**config.mk**
```make
export PLATFORM = sky130hd
export DESIGN_NAME = cp0_move_unit
export DESIGN_NICKNAME = d
export VERILOG_FILES = /design/src/rtl/cp0_move_unit.sv
export SDC_FILE = /design/constraint.sdc
export NUM_CORES = 1
export LEC_CHECK = 0
export CAP_MARGIN = 20
export CORE_UTILIZATION = 30
export CTS_CLUSTER_DIAMETER = 200
export DETAILED_ROUTE_END_ITERATION = 10
export HOLD_SLACK_MARGIN = 0.06
export SYNTH_ARGS = -nofsm -noshare
export SYNTH_HDL_FRONTEND = slang
export SYNTH_SLANG_ARGS = --single-unit
export TNS_END_PERCENT = 20
```
**constraint.sdc**
```tcl
create_clock -name Phi1 -period 3.7 [get_ports Phi1]
set_input_delay 0.74 -clock Phi1 [delete_from_list [all_inputs] [get_ports Phi1]]
set_output_delay 0.74 -clock Phi1 [all_outputs]
set_load 0.005 [all_outputs]
```
**src/rtl/cp0_move_unit.sv**
```systemverilog
`default_nettype none
// ============================================================================
// Module   : cp0_move_unit
// Purpose  : CP0 system-control registers (BadVAddr, Count, Compare, Status,
//            Cause, EPC) serving MTC0/MFC0, exception push, RFE pop, timer
//            compare and interrupt request generation.
// Revision : 1.0 - initial release
// ============================================================================
module cp0_move_unit #(
    parameter logic [31:0] RESET_COMPARE = 32'hFFFF_FFFF,
    parameter int          NUM_EXT_INT   = 5
) (
    input  logic                   Phi1,
    input  logic                   Reset_s1,
    input  logic [31:0]            Cp0Bus_s2m,
    input  logic                   MvToCop0_s2m,
    input  logic                   MvFromCop0_s2m,
    input  logic [4:0]             Cp0RegNum_s2m,
    output logic [31:0]            Cp0BusOut_v2m,
    output logic                   cp0BusDrv_s2m,
    input  logic                   Exception_s2m,
    input  logic [4:0]             ExcCode_s2m,
    input  logic [31:0]            ExcPC_s2m,
    input  logic                   ExcBD_s2m,
    input  logic [31:0]            BadAddr_s2m,
    input  logic                   Rfe_s2m,
    input  logic [NUM_EXT_INT-1:0] ExtInt_s1,
    output logic                   IntReq_s1,
    output logic                   KernelMode_s1
);

    localparam logic [4:0] c_REG_BADVADDR = 5'd8;
    localparam logic [4:0] c_REG_COUNT    = 5'd9;
    localparam logic [4:0] c_REG_COMPARE  = 5'd11;
    localparam logic [4:0] c_REG_STATUS   = 5'd12;
    localparam logic [4:0] c_REG_CAUSE    = 5'd13;
    localparam logic [4:0] c_REG_EPC      = 5'd14;

    logic [31:0] r_badVAddr, r_count, r_compare, r_epc;
    logic [5:0]  r_statusStk;
    logic [7:0]  r_statusIm;
    logic        r_causeBd, r_causeIp7;
    logic [4:0]  r_causeIpExt;
    logic [1:0]  r_causeIpSw;
    logic [4:0]  r_causeExcCode;
    logic [31:0] r_busOut;
    logic        r_busDrv, r_intReq;

    logic [4:0]  w_extInt;
    logic [31:0] w_status, w_cause, w_readData, w_countNext;
    logic        w_wr, w_wrCount, w_wrCompare, w_wrStatus, w_wrCause, w_wrEpc;
    logic        w_timerHit, w_excHasAddr, w_ip7Next, w_intReqNext;
    logic [5:0]  w_statusStkNext;
    logic [7:0]  w_statusImNext;
    logic [1:0]  w_ipSwNext;

    // External lines map onto IP2..IP6; lines beyond the field are unused.
    for (genvar i = 0; i < 5; i++) begin : g_extInt
        if (i < NUM_EXT_INT) begin : g_used
            assign w_extInt[i] = ExtInt_s1[i];
        end else begin : g_unused
            assign w_extInt[i] = 1'b0;
        end
    end

    assign w_status = {16'b0, r_statusIm, 2'b0, r_statusStk};
    assign w_cause  = {r_causeBd, 15'b0, r_causeIp7, r_causeIpExt, r_causeIpSw,
                       1'b0, r_causeExcCode, 2'b0};

    always_comb begin
        w_readData = 32'b0;
        case (Cp0RegNum_s2m)
            c_REG_BADVADDR: w_readData = r_badVAddr;
            c_REG_COUNT:    w_readData = r_count;
            c_REG_COMPARE:  w_readData = r_compare;
            c_REG_STATUS:   w_readData = w_status;
            c_REG_CAUSE:    w_readData = w_cause;
            c_REG_EPC:      w_readData = r_epc;
            default:        w_readData = 32'b0;
        endcase
    end

    // A committing exception swallows any MTC0 issued in the same cycle.
    assign w_wr         = MvToCop0_s2m & ~Exception_s2m;
    assign w_wrCount    = w_wr && (Cp0RegNum_s2m == c_REG_COUNT);
    assign w_wrCompare  = w_wr && (Cp0RegNum_s2m == c_REG_COMPARE);
    assign w_wrStatus   = w_wr && (Cp0RegNum_s2m == c_REG_STATUS);
    assign w_wrCause    = w_wr && (Cp0RegNum_s2m == c_REG_CAUSE);
    assign w_wrEpc      = w_wr && (Cp0RegNum_s2m == c_REG_EPC);
    assign w_countNext  = w_wrCount ? Cp0Bus_s2m : r_count + 32'd1;
    assign w_timerHit   = (w_countNext == r_compare);
    assign w_excHasAddr = (ExcCode_s2m >= 5'd1) && (ExcCode_s2m <= 5'd5);

    always_comb begin
        w_statusStkNext = r_statusStk;
        w_statusImNext  = r_statusIm;
        if (Exception_s2m) begin
            w_statusStkNext = {r_statusStk[3:0], 2'b00};
        end else if (w_wrStatus) begin
            w_statusStkNext = Cp0Bus_s2m[5:0];
            w_statusImNext  = Cp0Bus_s2m[15:8];
        end else if (Rfe_s2m) begin
            w_statusStkNext = {r_statusStk[5:4], r_statusStk[5:2]};
        end
    end

    assign w_ip7Next    = w_wrCompare ? 1'b0 : (w_timerHit | r_causeIp7);
    assign w_ipSwNext   = w_wrCause ? Cp0Bus_s2m[9:8] : r_causeIpSw;
    assign w_intReqNext = w_statusStkNext[0] &
                          (|({w_ip7Next, w_extInt, w_ipSwNext} & w_statusImNext));

    always_ff @(posedge Phi1) begin
        if (Reset_s1) begin
            r_badVAddr     <= 32'b0;
            r_count        <= 32'b0;
            r_compare      <= RESET_COMPARE;
            r_epc          <= 32'b0;
            r_statusStk    <= 6'b0;
            r_statusIm     <= 8'b0;
            r_causeBd      <= 1'b0;
            r_causeIp7     <= 1'b0;
            r_causeIpExt   <= 5'b0;
            r_causeIpSw    <= 2'b0;
            r_causeExcCode <= 5'b0;
            r_busOut       <= 32'b0;
            r_busDrv       <= 1'b0;
            r_intReq       <= 1'b0;
        end else begin
            r_count      <= w_countNext;
            r_statusStk  <= w_statusStkNext;
            r_statusIm   <= w_statusImNext;
            r_causeIp7   <= w_ip7Next;
            r_causeIpExt <= w_extInt;
            r_causeIpSw  <= w_ipSwNext;
            r_intReq     <= w_intReqNext;
            r_busDrv     <= MvFromCop0_s2m;
            if (MvFromCop0_s2m) begin
                r_busOut <= w_readData;
            end
            if (w_wrCompare) begin
                r_compare <= Cp0Bus_s2m;
            end
            if (Exception_s2m) begin
                r_epc          <= ExcPC_s2m;
                r_causeExcCode <= ExcCode_s2m;
                r_causeBd      <= ExcBD_s2m;
                if (w_excHasAddr) begin
                    r_badVAddr <= BadAddr_s2m;
                end
            end else if (w_wrEpc) begin
                r_epc <= Cp0Bus_s2m;
            end
        end
    end

    assign Cp0BusOut_v2m = r_busOut;
    assign cp0BusDrv_s2m = r_busDrv;
    assign IntReq_s1     = r_intReq;
    assign KernelMode_s1 = ~r_statusStk[1];

endmodule
`default_nettype wire

```
# == After elaboration in Yosys (flattened, before gate mapping) ==
# Index checks and enable logic that the tools add are counted.
# totals
ff_bits,190
input_bits,118
out_inout_bits,35
wordCells,57
# classes
n_addsub,1
magnitude_cmp,2
eq_ne,7
mux,11
bitwise,6
n_reduce_logical,13
# ops
op,n
$pmux W32 S6,1
$mux W32,3
$add A32 B1 Y32 const B,1
$eq A32 B32 Y1,1
$eq A5 B4 Y1 const B,6
$mux W8,2
$mux W6,2
$and A8 B8 Y8,1
$reduce_or A8 Y1,1
$logic_and A1 B1 Y1,6
$reduce_bool A2 Y1,3
$ge A5 B1 Y1 const B,1
$le A5 B3 Y1 const B,1
$mux W4,1
$reduce_bool A3 Y1,1
$and A1 B1 Y1,2
$mux W2,1
$not A1 Y1,2
$reduce_and A2 Y1,1
$reduce_or A2 Y1,1
$mux W1,1
$or A1 B1 Y1,1

# == Longest topological paths before layout ==
# Gate-level depths: netlist of the first run.
# logic_depth
ltp_word,10
ltp_mapped,11
mapped_depth_nobuf,9

# == Worst setup path after synthesis of the first run ==
# No wires, ideal clock.
# synth_path
kind,reg2reg
from,register r_count[0]
to,register r_causeIp7
setup_ns,0.080
t_arrival_ns,2.975
t_required_ns,3.620
setup_slack_ns,0.645
path_stages_with_launch,10
n_path_buf,0
period_less_slack_ns,3.055
path_cell_list,dfxtp_1 -> ha_1 -> nand3_1 -> nor4_1 -> mux2_2 -> a2111oi_0 -> nand4_1 -> a2111oi_2 -> o2111ai_1 -> a211oi_2
# synth_between
elab_chain_len,5
# synth_lines
element,line,source
start: declaration,39,"logic [31:0] r_badVAddr, r_count, r_compare, r_epc;"
start signal: assignment,129,r_count <= w_countNext;
$add A32 B1 Y32,90,assign w_countNext = w_wrCount ? Cp0Bus_s2m : r_count + 32'd1;
$mux W32,90,
$eq A32 B32 Y1,91,assign w_timerHit = (w_countNext == r_compare);
$or A1 B1 Y1,107,assign w_ip7Next = w_wrCompare ? 1'b0 : (w_timerHit | r_causeIp7);
$mux W1,107,
end signal: assignment,132,r_causeIp7 <= w_ip7Next;
end: declaration,42,"logic r_causeBd, r_causeIp7;"
# Every way passes these cells.
# A chain may end at the register's enable or synchronous reset.

# == Final worst setup path of the first run ==
# layout_path
from,register r_count[18]
to,register r_causeIp7
# The elaborated chain is that of the path after synthesis.

==> flow_summary.toml, run 1 <==
[cells_and_area]
layout.nets = 1534
area.growth.synth_to_final_pct = 28.8
diodes = 0
drive_gt1_share_pct = 9.59

[critical_path]
arrival_ps = 3780
timing.rr.start = "r_count[18]"
worstPathRequired_ps = 4060
r2r_slack_ps = 280
endpoint_kind = "flop"
cp_max_fo = 10
start_kind = "flop"
timing_worst_setup_path_type = "reg2reg"
r2r_cells = 9
rr_endpoint = "r_causeIp7"

[logic_synthesis]
syn_area_per_cell_um2 = 7.81
yosys-top-cells-count = "dfxtp_1, nand2_1, nor2_1"
synth_flop_cell = "dfxtp_1"
syn_inst = 1274
yosysTopAreaCellShare_pct = 38.2
syn_nets = 1393
ys.warnings.count = 0
async_flop_share_pct = 0
ys_types = 71
synth_top_area_cell = "dfxtp_1"
ys_seq_area_share_pct = 38.2
synth.area.top_cells = "dfxtp_1, nand2_1, a21oi_1"
synth-edff-count = 0
syn_area_mm2 = 0.00995
yosysMostFrequentCell = "dfxtp_1"
ys_ff_latch = 190

[timing]
setup_viol = 0
max_freq_mhz = 293
worst_slack_ps = 282
hold_violations = 0
worst_clock_skew_ps = 14.4
post-route-min-period_ps = 3420
setup_tns_ps = 0
finalCritPeriodShare_pct = 92.4
slew_headroom_pct = 40.5
maxSlewViolCount = 0
rsz0062_at_grt = "no"
worst_slew_pin_slew_ps = 887

[drt]
routed_wl_um = 38200
drtAntennaViolNets = 0
drc = 0
wire_per_inst_um = 20.4
drt_iter0_markers = 1132
drtPass1Iterations = 6
vias = 10200
via_per_inst = 5.47

[die]
initial_core_util_pct = 30.5
die_h_um = 184
die_x_um = 184
die_area_mm2 = 0.0339
pin_count = 153
rows = 66
coreArea_mm2 = 0.0326

[clock_network]
cts.repair.resized = 0
worstSkewPairLatency_ps = 450
cts_setup_buffers = 0
cts-htree-levels = 4
hold_buffers = 0
path_clk_slew_ps = 80
numClockSinks = 190
cts_buffers = 17
clockRootBuffer = "clkbuf_16"
cts_tree = "built"
clk_path_buf_depth = 2

[place]
place_hpwl_um = 28800
portBuffers = 152
gp_congestion = 0.961
place_ws_ps = 185

[run_status]
status = "complete, no violations"

[pwr]
p_total_mw = 4.52
p_leak_nw = 4.70
vdd_drop_max_uv = 260
power_density_mw_per_mm2 = 353

[global_route]
grt-ovfl-total = 0
track_usage_pct = 22.7
grt_max_degree = 80
grt_pass1_vias = 9679
grt_pass1_wl_um = 58000
antenna_found_initial = 0

[min_path]
hold_depth = 2
holdCritPathClass = "reg2reg"
hold_path_end = "r_badVAddr[21]"
hold_start = "r_badVAddr[21]"

[job]
cap_violations = 0
## cells in the final DEF (no fill, tap or decap), types with 4 or more instances in the layout
cell type	count
clkdlybuf4s50_1	150
xor2_1	23
and4_1	5
a32oi_1	4
nor3_1	17
inv_8	5
o211ai_1	12
buf_4	75
a2111oi_0	4
or3_1	11
nand4_1	19
nand2_1	182
a22oi_1	6
a222oi_1	21
o21ai_0	14
nand2b_1	6
a221oi_1	29
o22ai_1	6
clkbuf_16	17
and3_1	11
xnor2_1	30
dfxtp_1	190
inv_1	24
nand3_1	59
nor2b_1	8
a21oi_1	134
nor4_1	13
clkinv_4	4
mux2i_1	55
a211oi_1	40
nor2_1	175
## cell type report
cell class,count,area [um2]
clock buffer,17,425
clock inverter,15,169
fill,3344,19800
inverter,25,93.8
multi-input combinational,952,5630
sequential,190,3800
tap,442,553
timing repair buffer,229,2130
## sequential cells by signal, summed over array words and instances, names as in the netlist
| signal | count |
|---|---|
| r_causeIp7 | 1 |
| r_statusStk | 6 |
| r_causeIpExt | 5 |
| Cp0BusOut_v2m | 32 |
| r_epc | 32 |
| r_count | 32 |
| r_causeBd | 1 |
| r_statusIm | 8 |
| IntReq_s1 | 1 |
| cp0BusDrv_s2m | 1 |
| r_badVAddr | 32 |
| r_causeIpSw | 2 |
| r_compare | 32 |
| r_causeExcCode | 5 |
## routing by layer
layer / up-vias / GRT usage [%] / part of all wire (%)
met4: 2 / 8.30 / 2.6
met5: - / 0.741 / 0.086
met3: 52 / 3.47 / 6.9
met1: 4892 / 32.1 / 47
met2: 428 / 34.5 / 44
li1: 4857 / - / -
## power by group
part	internal, mW	leakage, nW	total [mW]	switching, mW
Sequential	2.10	1.55	2.14	0.0414
Combinational	0.230	2.86	0.488	0.259
Clock	0.967	0.295	1.90	0.929
## cells by family after synthesis
family,after synthesis,synth area share [%]
AND/OR/NAND/NOR,540,25.2
AO/OA/AOI/OAI,301,20.5
flip-flops,190,38.2
buffers and inverters,132,5.33
multiplexers,56,5.65
XOR/XNOR,54,4.91
adder cells (fa/ha/maj),1,0.126
## through the flow
step	hold WS [ps]	std cells	instance area [um2]	util, %
after detailed placement	452	1838	12200	37.4
after global routing	475	1870	12800	39.3
after CTS	463	1870	12800	39.3
after floorplan	436	1274	9950	-
after global placement	446	1838	12200	37.4
final	459	1870	12800	39.3
## worst max-delay path: stages (launching register included)
cell and delay, ps:
dfxtp_1 530, nand3_2 180, or4_4 590, nor4_1 320, xor3_1 290, or4_1 540
a2111oi_2 300, buf_4 190, o2111ai_1 160, a211oi_2 240
## worst max-delay path by stage
| stage | end | start | depth (start not counted) | slack, ps |
|---|---|---|---|---|
| floorplan | r_causeIp7 | r_count[0] | 9 | 650 |
| global placement | r_causeIp7 | MvToCop0_s2m | 9 | 220 |
| detailed placement | r_causeIp7 | MvToCop0_s2m | 9 | 190 |
| CTS | r_causeIp7 | r_count[18] | 9 | 290 |
| global route | r_causeIp7 | r_count[11] | 11 | 100 |
| finish | r_causeIp7 | r_count[18] | 9 | 280 |
(Power assumes the default switching activity.)
==> run 2, diff against run 1 <==
--- a/config.mk
+++ b/config.mk
@@ -5,6 +5,7 @@
 export SDC_FILE = /design/constraint.sdc
 export NUM_CORES = 1
 export LEC_CHECK = 0
+export ABC_CLOCK_PERIOD_IN_PS = 3700
 export CAP_MARGIN = 20
 export CORE_UTILIZATION = 30
 export CTS_CLUSTER_DIAMETER = 200
==> results of run 2 <==
No change in the layout: final DEF, timing and power equal those of run 1.
==> run 3, diff against run 2 <==
--- a/config.mk
+++ b/config.mk
@@ -6,11 +6,11 @@
 export NUM_CORES = 1
 export LEC_CHECK = 0
 export ABC_CLOCK_PERIOD_IN_PS = 3700
-export CAP_MARGIN = 20
 export CORE_UTILIZATION = 30
 export CTS_CLUSTER_DIAMETER = 200
 export DETAILED_ROUTE_END_ITERATION = 10
 export HOLD_SLACK_MARGIN = 0.06
+export REMOVE_ABC_BUFFERS = 1
 export SYNTH_ARGS = -nofsm -noshare
 export SYNTH_HDL_FRONTEND = slang
 export SYNTH_SLANG_ARGS = --single-unit
==> run 3 against run 2 <==
  * Utilization is 0.49 points higher
  * Wire length is 1.2% lower
  * Combinational power is 2% lower
  * Clock power hardly changed
  * Hold slack worse by 0.66 ps
  * Sequential power hardly changed
  * Global-route usage is 0.17 points lower
  * Total power is 0.28% higher
  * Register-to-register slack better by 90 ps
  * Worst setup slack better by 94 ps
  * Maximum frequency is 2.8% higher
==> flow_summary.toml, run 3 (synthesized netlist as in run 1, its figures left out) <==
[global_route]
grt_pass1_wl_um = 58000
track_usage_pct = 22.5
grt_max_degree = 116
grt-ovfl-total = 0
grt_pass1_vias = 9901
antenna_found_initial = 0

[die]
pin_count = 153
die_x_um = 184
coreArea_mm2 = 0.0326
die_area_mm2 = 0.0339
die_h_um = 184
rows = 66
initial_core_util_pct = 30.5

[clock_network]
worstSkewPairLatency_ps = 450
numClockSinks = 190
clockRootBuffer = "clkbuf_16"
hold_buffers = 0
clk_path_buf_depth = 2
cts_tree = "built"
cts_buffers = 17
cts_setup_buffers = 0
cts-htree-levels = 4
cts.repair.resized = 0
path_clk_slew_ps = 90

[cells_and_area]
layout.nets = 1550
diodes = 0
final_core_util_pct = 39.8
most-common-layout-cells = "dfxtp_1, nand2_1, nor2_1, clkdlybuf4s50_1, a21oi_1"
area.growth.synth_to_final_pct = 30.4
final_common_cell = "dfxtp_1"
drive_gt1_share_pct = 10.6
fin_cells = 1886
design_area_mm2 = 0.0130
fillCellCount = 3376

[timing]
worst_slew_pin_slew_ps = 839
rsz0062_at_grt = "no"
max_freq_mhz = 301
slew_headroom_pct = 44.0
setup_tns_ps = 0
post-route-min-period_ps = 3320
maxSlewViolCount = 0
hold_violations = 0
worst_clock_skew_ps = 19.1
finalCritPeriodShare_pct = 89.9
setup_viol = 0

[critical_path]
timing_worst_setup_path_type = "reg2reg"
r2r_cells = 10
worstPathRequired_ps = 4070
cp_max_fo = 9
rr_endpoint = "r_causeIp7"
r2r_slack_ps = 380
start_kind = "flop"
endpoint_kind = "flop"
timing.rr.start = "r_count[12]"
arrival_ps = 3690

[pwr]
power_density_mw_per_mm2 = 350
p_total_mw = 4.53
p_leak_nw = 4.80
vdd_drop_max_uv = 308

[place]
dp_cells = 1854
place_hpwl_um = 27600
place_area_mm2 = 0.0123
portBuffers = 152
gp_congestion = 0.955

[drt]
drtAntennaViolNets = 0
vias = 10100
wire_per_inst_um = 20.0
routed_wl_um = 37700
drc = 0
via_per_inst = 5.37
drtPass1Iterations = 7
drt_iter0_markers = 690

[min_path]
hold_path_end = "r_badVAddr[17]"
hold_start = "r_badVAddr[17]"
hold_depth = 2
holdCritPathClass = "reg2reg"

[run_status]
status = "complete, no violations"

[job]
cap_violations = 0
[run 3: cell count changes in the layout (fill, tap and decap cells not counted), sizes merged]
cell	before	now
bufinv	1	0
buf	79	95
inv	32	29
clkinv	7	11
[run 3: stage by stage]
| step | setup slack [ps] | hold slack (ps) |
|---|---|---|
| 4_1_cts | 389 | 459 |
| 2_1_floorplan | -1780 | 430 |
| 3_5_place_dp | 9.73 | 447 |
| 3_3_place_gp | 75.3 | 444 |
| 5_1_grt | 182 | 476 |
| 6_report | 375 | 458 |
[run 3: per-layer routing]
| layer | vias to the layer above | global-route usage [%] | share of wire, % |
|---|---|---|---|
| met1 | 4891 | 30.1 | 46 |
| met3 | 43 | 3.39 | 4.5 |
| met4 | 0 | 6.03 | 1.6 |
| li1 | 4899 | - | - |
| met5 | - | 0 | 0 |
| met2 | 286 | 37.6 | 47 |
[run 3: layout make-up]
type | count | area [um2] | share of cell area (%)
multi-input cells | 952 | 5630 | 43.4
flip-flops and latches | 190 | 3800 | 29.3
repair buffers | 245 | 2260 | 17.5
well taps | 442 | 553 | 4.26
clock buffers | 17 | 425 | 3.28
clock inverters | 15 | 194 | 1.50
inverters | 25 | 93.8 | 0.724
[run 3: how the worst max path moves through the flow]
stage | start | end | depth (start not counted)
floorplan | Cp0RegNum_s2m[3] | r_epc[10] | 8
global placement | MvToCop0_s2m | r_causeIp7 | 9
detailed placement | MvToCop0_s2m | r_causeIp7 | 9
CTS | r_count[12] | r_causeIp7 | 10
global route | r_count[12] | r_causeIp7 | 10
finish | r_count[12] | r_causeIp7 | 10
[run 3: where the power goes]
| group | switching (mW) | leakage, nW | internal [mW] |
|---|---|---|---|
| combinational | 0.252 | 2.95 | 0.227 |
| sequential | 0.0381 | 1.55 | 2.10 |
| clock | 0.996 | 0.299 | 0.925 |
| total | 1.29 | 4.80 | 3.25 |
[run 3: worst max-delay path, stage by stage (launching register included)]
cell and delay [ps]:
dfxtp_1 560, inv_1 110, or4_4 610, nor4_1 210
buf_4 170, xor3_1 200, or4_1 560, a2111oi_2 220
buf_4 180, o2111ai_1 180, a211oi_2 250
